## config.mk

```make
export PLATFORM = sky130hd
export DESIGN_NAME = i2s_capture
export DESIGN_NICKNAME = d
export VERILOG_FILES = /design/src/rtl/i2s_capture.sv
export SDC_FILE = /design/constraint.sdc
export NUM_CORES = 1
export LEC_CHECK = 0
export ABC_AREA = 0
export ABC_CLOCK_PERIOD_IN_PS = 4600
export CAP_MARGIN = 10
export CORE_AREA = 2 2 123 125
export DETAILED_ROUTE_END_ITERATION = 12
export DIE_AREA = 0 0 125 127
export PLACE_DENSITY = 0.79
export SLEW_MARGIN = 10
export SYNTH_ARGS = -nofsm -noshare
export SYNTH_HDL_FRONTEND = slang
export SYNTH_SLANG_ARGS = --single-unit
```

## constraint.sdc

```tcl
create_clock -name clk_i -period 4.6 [get_ports clk_i]
set_input_delay 0.92 -clock clk_i [delete_from_list [all_inputs] [get_ports clk_i]]
set_output_delay 0.92 -clock clk_i [all_outputs]
set_load 0.005 [all_outputs]
```

## src/rtl/i2s_capture.sv

```systemverilog
// Purpose: Philips-I2S ADC receiver; recovers stereo {left,right} frames into a show-ahead FIFO.
// Latency: a frame is pushed at the end of the cycle after the last right-bit BCLK rise; valid follows one cycle later.
// Backpressure: valid/ready pop; when the FIFO is full and not popping, the new frame is dropped and overflow_o sticks.
module i2s_capture #(
    parameter int SAMPLE_W   = 16,   // at least 2
    parameter int FIFO_DEPTH = 4     // power of two, at least 2
) (
    input  logic                          clk_i,
    input  logic                          rst_i,
    input  logic                          enable_i,
    input  logic                          bclk_i,
    input  logic                          lrc_i,
    input  logic                          sda_i,
    output logic                          sample_valid_o,
    input  logic                          sample_ready_i,
    output logic [SAMPLE_W-1:0]           sample_left_o,
    output logic [SAMPLE_W-1:0]           sample_right_o,
    output logic [$clog2(FIFO_DEPTH):0]   level_o,
    output logic                          overflow_o,
    output logic                          framing_err_o,
    input  logic                          err_clr_i
);

    localparam int AW = $clog2(FIFO_DEPTH);
    localparam int LW = AW + 1;
    localparam int CW = (SAMPLE_W > 1) ? $clog2(SAMPLE_W) : 1;
    localparam logic [CW-1:0] CNT_LAST = CW'(SAMPLE_W - 1);

    typedef enum logic [1:0] {
        S_IDLE  = 2'd0,
        S_SYNC  = 2'd1,
        S_SHIFT = 2'd2,
        S_HOLD  = 2'd3
    } state_t;

    // Bit-clock edge detection and sampled serial inputs
    logic bclk_q;
    logic rise;
    logic rise_q;
    logic lrc_s;
    logic sda_s;
    logic lrc_prev;
    logic lrc_chg;

    // Deserialiser state
    state_t                state_q;
    state_t                state_d;
    logic [SAMPLE_W-2:0]   shreg;
    logic [SAMPLE_W-1:0]   word_in;
    logic [CW-1:0]         cnt;
    logic                  ch;          // 0 = left, 1 = right
    logic [SAMPLE_W-1:0]   left_hold;
    logic                  left_ok;

    // FSM strobes
    logic start_slot;
    logic shift_en;
    logic word_done;
    logic short_slot;
    logic push_req;

    // FIFO
    logic [SAMPLE_W-1:0] mem_l [FIFO_DEPTH];
    logic [SAMPLE_W-1:0] mem_r [FIFO_DEPTH];
    logic [AW-1:0]       wr_ptr;
    logic [AW-1:0]       rd_ptr;
    logic                full;
    logic                pop;
    logic                push_ok;
    logic                drop;

    assign rise = bclk_i & ~bclk_q;

    // Delay bclk by one cycle for rising-edge detection
    always_ff @(posedge clk_i) begin
        if (rst_i) begin
            bclk_q <= 1'b0;
        end else begin
            bclk_q <= bclk_i;
        end
    end

    // Capture lrc/sda at each BCLK rise; the FSM acts on them one cycle later
    always_ff @(posedge clk_i) begin
        if (rst_i) begin
            rise_q <= 1'b0;
            lrc_s  <= 1'b0;
            sda_s  <= 1'b0;
        end else begin
            rise_q <= rise;
            if (rise) begin
                lrc_s <= lrc_i;
                sda_s <= sda_i;
            end
        end
    end

    // Remember the word-select level seen at the previous rise
    always_ff @(posedge clk_i) begin
        if (rst_i) begin
            lrc_prev <= 1'b0;
        end else if (rise_q) begin
            lrc_prev <= lrc_s;
        end
    end

    // A rise with a changed LRC is the I2S delay bit of a new slot
    assign lrc_chg = rise_q & (lrc_s != lrc_prev);
    assign word_in = {shreg, sda_s};

    // State register
    always_ff @(posedge clk_i) begin
        if (rst_i) begin
            state_q <= S_IDLE;
        end else begin
            state_q <= state_d;
        end
    end

    // Next-state and per-rise strobes
    always_comb begin
        state_d    = state_q;
        start_slot = 1'b0;
        shift_en   = 1'b0;
        word_done  = 1'b0;
        short_slot = 1'b0;
        case (state_q)
            S_IDLE: begin
                state_d = S_SYNC;
            end
            S_SYNC: begin
                // Only lock on a left slot so a partial right-first frame is never built
                if (lrc_chg && !lrc_s) begin
                    state_d    = S_SHIFT;
                    start_slot = 1'b1;
                end
            end
            S_SHIFT: begin
                if (lrc_chg) begin
                    // Slot ended before the word filled: drop it and resync on the new slot
                    short_slot = 1'b1;
                    start_slot = 1'b1;
                end else if (rise_q) begin
                    shift_en = 1'b1;
                    if (cnt == CNT_LAST) begin
                        word_done = 1'b1;
                        state_d   = S_HOLD;
                    end
                end
            end
            S_HOLD: begin
                if (lrc_chg) begin
                    state_d    = S_SHIFT;
                    start_slot = 1'b1;
                end
            end
            default: begin
                state_d = S_IDLE;
            end
        endcase
        if (!enable_i) begin
            state_d    = S_IDLE;
            start_slot = 1'b0;
            shift_en   = 1'b0;
            word_done  = 1'b0;
            short_slot = 1'b0;
        end
    end

    // A frame is complete when the right word finishes after a good left word
    assign push_req = word_done & ch & left_ok;

    // Shift register, bit counter, channel and left-word holding register
    always_ff @(posedge clk_i) begin
        if (rst_i) begin
            shreg     <= '0;
            cnt       <= '0;
            ch        <= 1'b0;
            left_hold <= '0;
            left_ok   <= 1'b0;
        end else begin
            if (start_slot) begin
                ch  <= lrc_s;
                cnt <= '0;
            end
            if (shift_en) begin
                shreg <= word_in[SAMPLE_W-2:0];
                cnt   <= cnt + 1'b1;
            end
            if (word_done) begin
                if (!ch) begin
                    left_hold <= word_in;
                    left_ok   <= 1'b1;
                end else begin
                    left_ok   <= 1'b0;
                end
            end
            if (short_slot || !enable_i) begin
                left_ok <= 1'b0;
            end
        end
    end

    // Framing error is sticky; a new error beats a simultaneous clear
    always_ff @(posedge clk_i) begin
        if (rst_i) begin
            framing_err_o <= 1'b0;
        end else if (short_slot) begin
            framing_err_o <= 1'b1;
        end else if (err_clr_i) begin
            framing_err_o <= 1'b0;
        end
    end

    assign sample_valid_o = (level_o != '0);
    assign full           = (level_o == LW'(FIFO_DEPTH));
    assign pop            = sample_valid_o & sample_ready_i;
    // When full, a same-cycle pop frees the slot the push writes into
    assign push_ok        = push_req & (~full | pop);
    assign drop           = push_req & full & ~pop;

    // FIFO storage writes (no reset needed; outputs are masked while empty)
    always_ff @(posedge clk_i) begin
        if (push_ok) begin
            mem_l[wr_ptr] <= left_hold;
            mem_r[wr_ptr] <= word_in;
        end
    end

    // FIFO pointers and occupancy
    always_ff @(posedge clk_i) begin
        if (rst_i) begin
            wr_ptr  <= '0;
            rd_ptr  <= '0;
            level_o <= '0;
        end else begin
            if (push_ok) begin
                wr_ptr <= wr_ptr + 1'b1;
            end
            if (pop) begin
                rd_ptr <= rd_ptr + 1'b1;
            end
            case ({push_ok, pop})
                2'b10:   level_o <= level_o + 1'b1;
                2'b01:   level_o <= level_o - 1'b1;
                default: level_o <= level_o;
            endcase
        end
    end

    // Overflow is sticky; a drop beats a simultaneous clear
    always_ff @(posedge clk_i) begin
        if (rst_i) begin
            overflow_o <= 1'b0;
        end else if (drop) begin
            overflow_o <= 1'b1;
        end else if (err_clr_i) begin
            overflow_o <= 1'b0;
        end
    end

    assign sample_left_o  = sample_valid_o ? mem_l[rd_ptr] : '0;
    assign sample_right_o = sample_valid_o ? mem_r[rd_ptr] : '0;

endmodule

```

==> summary.md <==
| Metric | Value |
|---|---|
| Post-DR vias/cell | 5.36 |
| Die Wd | 125 um |
| Worst setup skew after layout | 0.00714 ns |
| Crit path launch type | flip-flop |
| Worst-path clk slew | 0.06 ns |
| Final estimated routing congestion in global placement | 0.713 |
| Synth Warn # | 0 |
| WL final | 12100 um |
| Slowest library cell on the worst path | mux4_2 |
| Mapped Cells | 446 |
| First-pass GRT wire length | 19800 um |
| Final #Nets | 509 |
| Netlist Area Pre-Place | 7100 um2 |
| F_max | 276 MHz |
| Initial antenna violation count | 0 |
| Area of the core | 14400 um2 |
| HP Class | reg -> reg |
| CTS Hold Buffers Added | 0 |
| TNS Setup | 0 ns |
| Crit-path cells | buf_4 -> mux4_2 -> and2_1 -> clkdlybuf4s50_1 |
| Cell row count | 44 |
| Slew headroom | 30.2% |
| Max_cap viols | 0 |
| Placed Area | 7730 um2 |
| Status | finished, final reports clean |
| Routed len/inst | 17.5 um |
| Postcts setup bufs | 0 |
| Most frequent cells in the layout | edfxtp_1, dfxtp_1, clkdlybuf4s50_1 |
| Setup CP Type | reg -> out |
| Flops & latches, synth | 183 |
| CP Capture Type | output pin |
| Remaining design rule violation count | 0 |
| Simple logic cell fraction of the synthesized area | 10.3% |
| Most common cell after layout, fill and taps aside | edfxtp_1 |
| Post-synthesis mux area share | 13.7% |
| First-pass iteration count of the detailed router | 4 |
| Sequential cell area fraction in the yosys report | 69.7% |
| Fin crit period | 3.62 ns |
| Clk Latency, worst-skew pair | 0.43 ns |
| Die Area | 15900 um2 |
| Final hold viol count | 0 |
| Setup violators final | 0 |
| # diodes | 0 |
| Overflow after GRT | 0 |
| Pre-CTS WS | 1.26 ns |
| Pins over their slew limit | 0 |
| Via count | 3709 |
| Overall Global Routing Usage | 16.3% |
| Final worst slack | 0.977 ns |
| I/O pin count | 46 |
| Synth Area in Compound Gates | 2.82% |
| Layout area overhead | 17.4% |
| Syn Nets | 460 |
| Post-synthesis xor/xnor area fraction | 0.600% |
| Iter 0 DRT Violations | 277 |
| Die Y | 127 um |
| Total chip power | 0.00364 W |
| Mean post-synth cell area | 15.9 um2 |
| Main combinational cell family by area after synthesis | multiplexers |
| Root Buffer | clkbuf_16 |
| Pin count of the biggest net entering global routing | 57 |
| Share of layout cells above drive strength 1 | 15.7% |
| Final worst-path cycle share | 78.8% |
| Hold Slack | 0.417 ns |
| H-tree levels | 4 |
| Clock Sinks | 183 |
| Post_cts resized | 0 |
| Detailed placer's ending HPWL | 6980 um |
| Pwr Density | 437 nW/um2 |
| Worst path top cell family by delay | buffers and inverters |
| CP max FO | 22 |
| Critical Path RT | 3.68 ns |
| CP peak stage delay | 0.59 ns |
| Worst Tran Pin Value | 1.05 ns |
| Cell variety after synth | 45 |
| Design Area, Final | 8330 um2 |
| Leak pwr | 2.93 nW |
| Antenna viol nets, final | 0 |
| Initial cell density of the core | 49.2% |
| Worst path bufs/invs | 2 |
| Worst Path Arrival | 2.70 ns |
| Peak VDD IR | 0.448 mV |
| Adder-Cell Fraction of Synth Area | 1.16% |
| I/O Buffers | 45 |
| Longest Clk Path Bufs | 2 |
| CTS Buf Count | 17 |
| RSZ-0062 raised after global routing | false |
| CTS tree | yes |
| Vias in the first global route | 3895 |
[final timing paths]
kind,from,to,slack [ns],depth (start not counted)
setup / recovery,flip-flop,sample_right_o[4],0.98,4
hold / removal,bclk_q$_SDFF_PP0_,rise_q$_SDFF_PP0_,0.42,1
setup reg to reg,level_o[0]$_SDFFE_PP0P_,level_o[2]$_SDFFE_PP0P_,2.09,7
hold reg to reg,bclk_q$_SDFF_PP0_,rise_q$_SDFF_PP0_,0.42,1
[worst register-to-register path: stages (launching register included)]
cell      delay (ns)
dfxtp_1         0.40
or3_2           0.53
and2_1          0.27
nand2b_1        0.09
fa_1            0.40
a211o_1         0.24
mux2i_1         0.14
mux2_2          0.34
[power by group]
| group | internal, W | switching [W] | leakage (nW) |
|---|---|---|---|
| Clock | 0.000864 | 0.000581 | 0.287 |
| Combinational | 0.000192 | 0.000201 | 0.764 |
| Sequential | 0.00176 | 0.0000406 | 1.88 |
[layout make-up]
cell class	count	area, um2
fill	1100	6090
sequential	183	4950
multi-input combinational	235	2040
timing repair buffer	52	498
clock buffer	19	443
tap	184	230
clock inverter	13	154
inverter	6	22.5
[state kept, by name, summed over array words and instances (netlist names), named ones only]
signal,count
sda_s,1
mem_l,64
shreg,15
wr_ptr,2
lrc_s,1
mem_r,64
cnt,4
level_o,3
bclk_q,1
framing_err_o,1
lrc_prev,1
rise_q,1
rd_ptr,2
state_q,2
overflow_o,1
left_hold,16
left_ok,1
ch,1
[synthesized netlist by cell type, drive strengths merged]
master	count	share of area [%]
a311oi	1	0.12
and2	37	3.3
nand3	5	0.35
inv	6	0.32
nand2b	3	0.26
or3	3	0.26
nand4	1	0.088
o31ai	1	0.11
xor2	2	0.35
dfxtp	55	16
nand3b	4	0.42
nor4	2	0.39
or4b	1	0.14
a21oi	25	1.8
a211oi	2	0.21
ha	5	0.88
clkbuf	12	0.63
nand4b	1	0.33
mux2	3	0.48
nand2	32	1.7
nor4b	1	0.21
fa	1	0.28
xnor2	2	0.25
edfxtp	128	54
nor3	3	0.21
nor3b	1	0.11
a211o	1	0.12
mux2i	22	3.1
o41ai	2	0.25
o21ai	2	0.14
buf	10	0.78
or2	2	0.18
or3b	1	0.12
mux4	32	10
nor2b	6	0.53
nor2	30	1.7
o21a	1	0.11
[cell families after synthesis]
logic type	count (synthesis)
adders and majority gates	6
AOI/OAI and AO/OA	35
muxes	57
xor gates and xnor gates	4
and+or+nand+nor	133
buffers and inverters	28
DFF	183
[per-layer routing]
| metal | vias to the layer above | part of all wire (%) | global-route usage [%] |
|---|---|---|---|
| li1 | 1762 | - | - |
| met3 | 15 | 4.1 | 3.77 |
| met1 | 1851 | 42 | 19.7 |
| met5 | - | 0 | 0 |
| met4 | 0 | 1.4 | 7.25 |
| met2 | 81 | 53 | 28.2 |
[through the flow]
| stage | utilization, % | cells |
|---|---|---|
| after CTS | 57.7 | 692 |
| after detailed placement | 53.6 | 660 |
| final | 57.7 | 692 |
| after global placement | 53.6 | 660 |
| after global routing | 57.7 | 692 |
| after floorplan | - | 446 |
No activity file was read; power rests on OpenSTA's default activity.
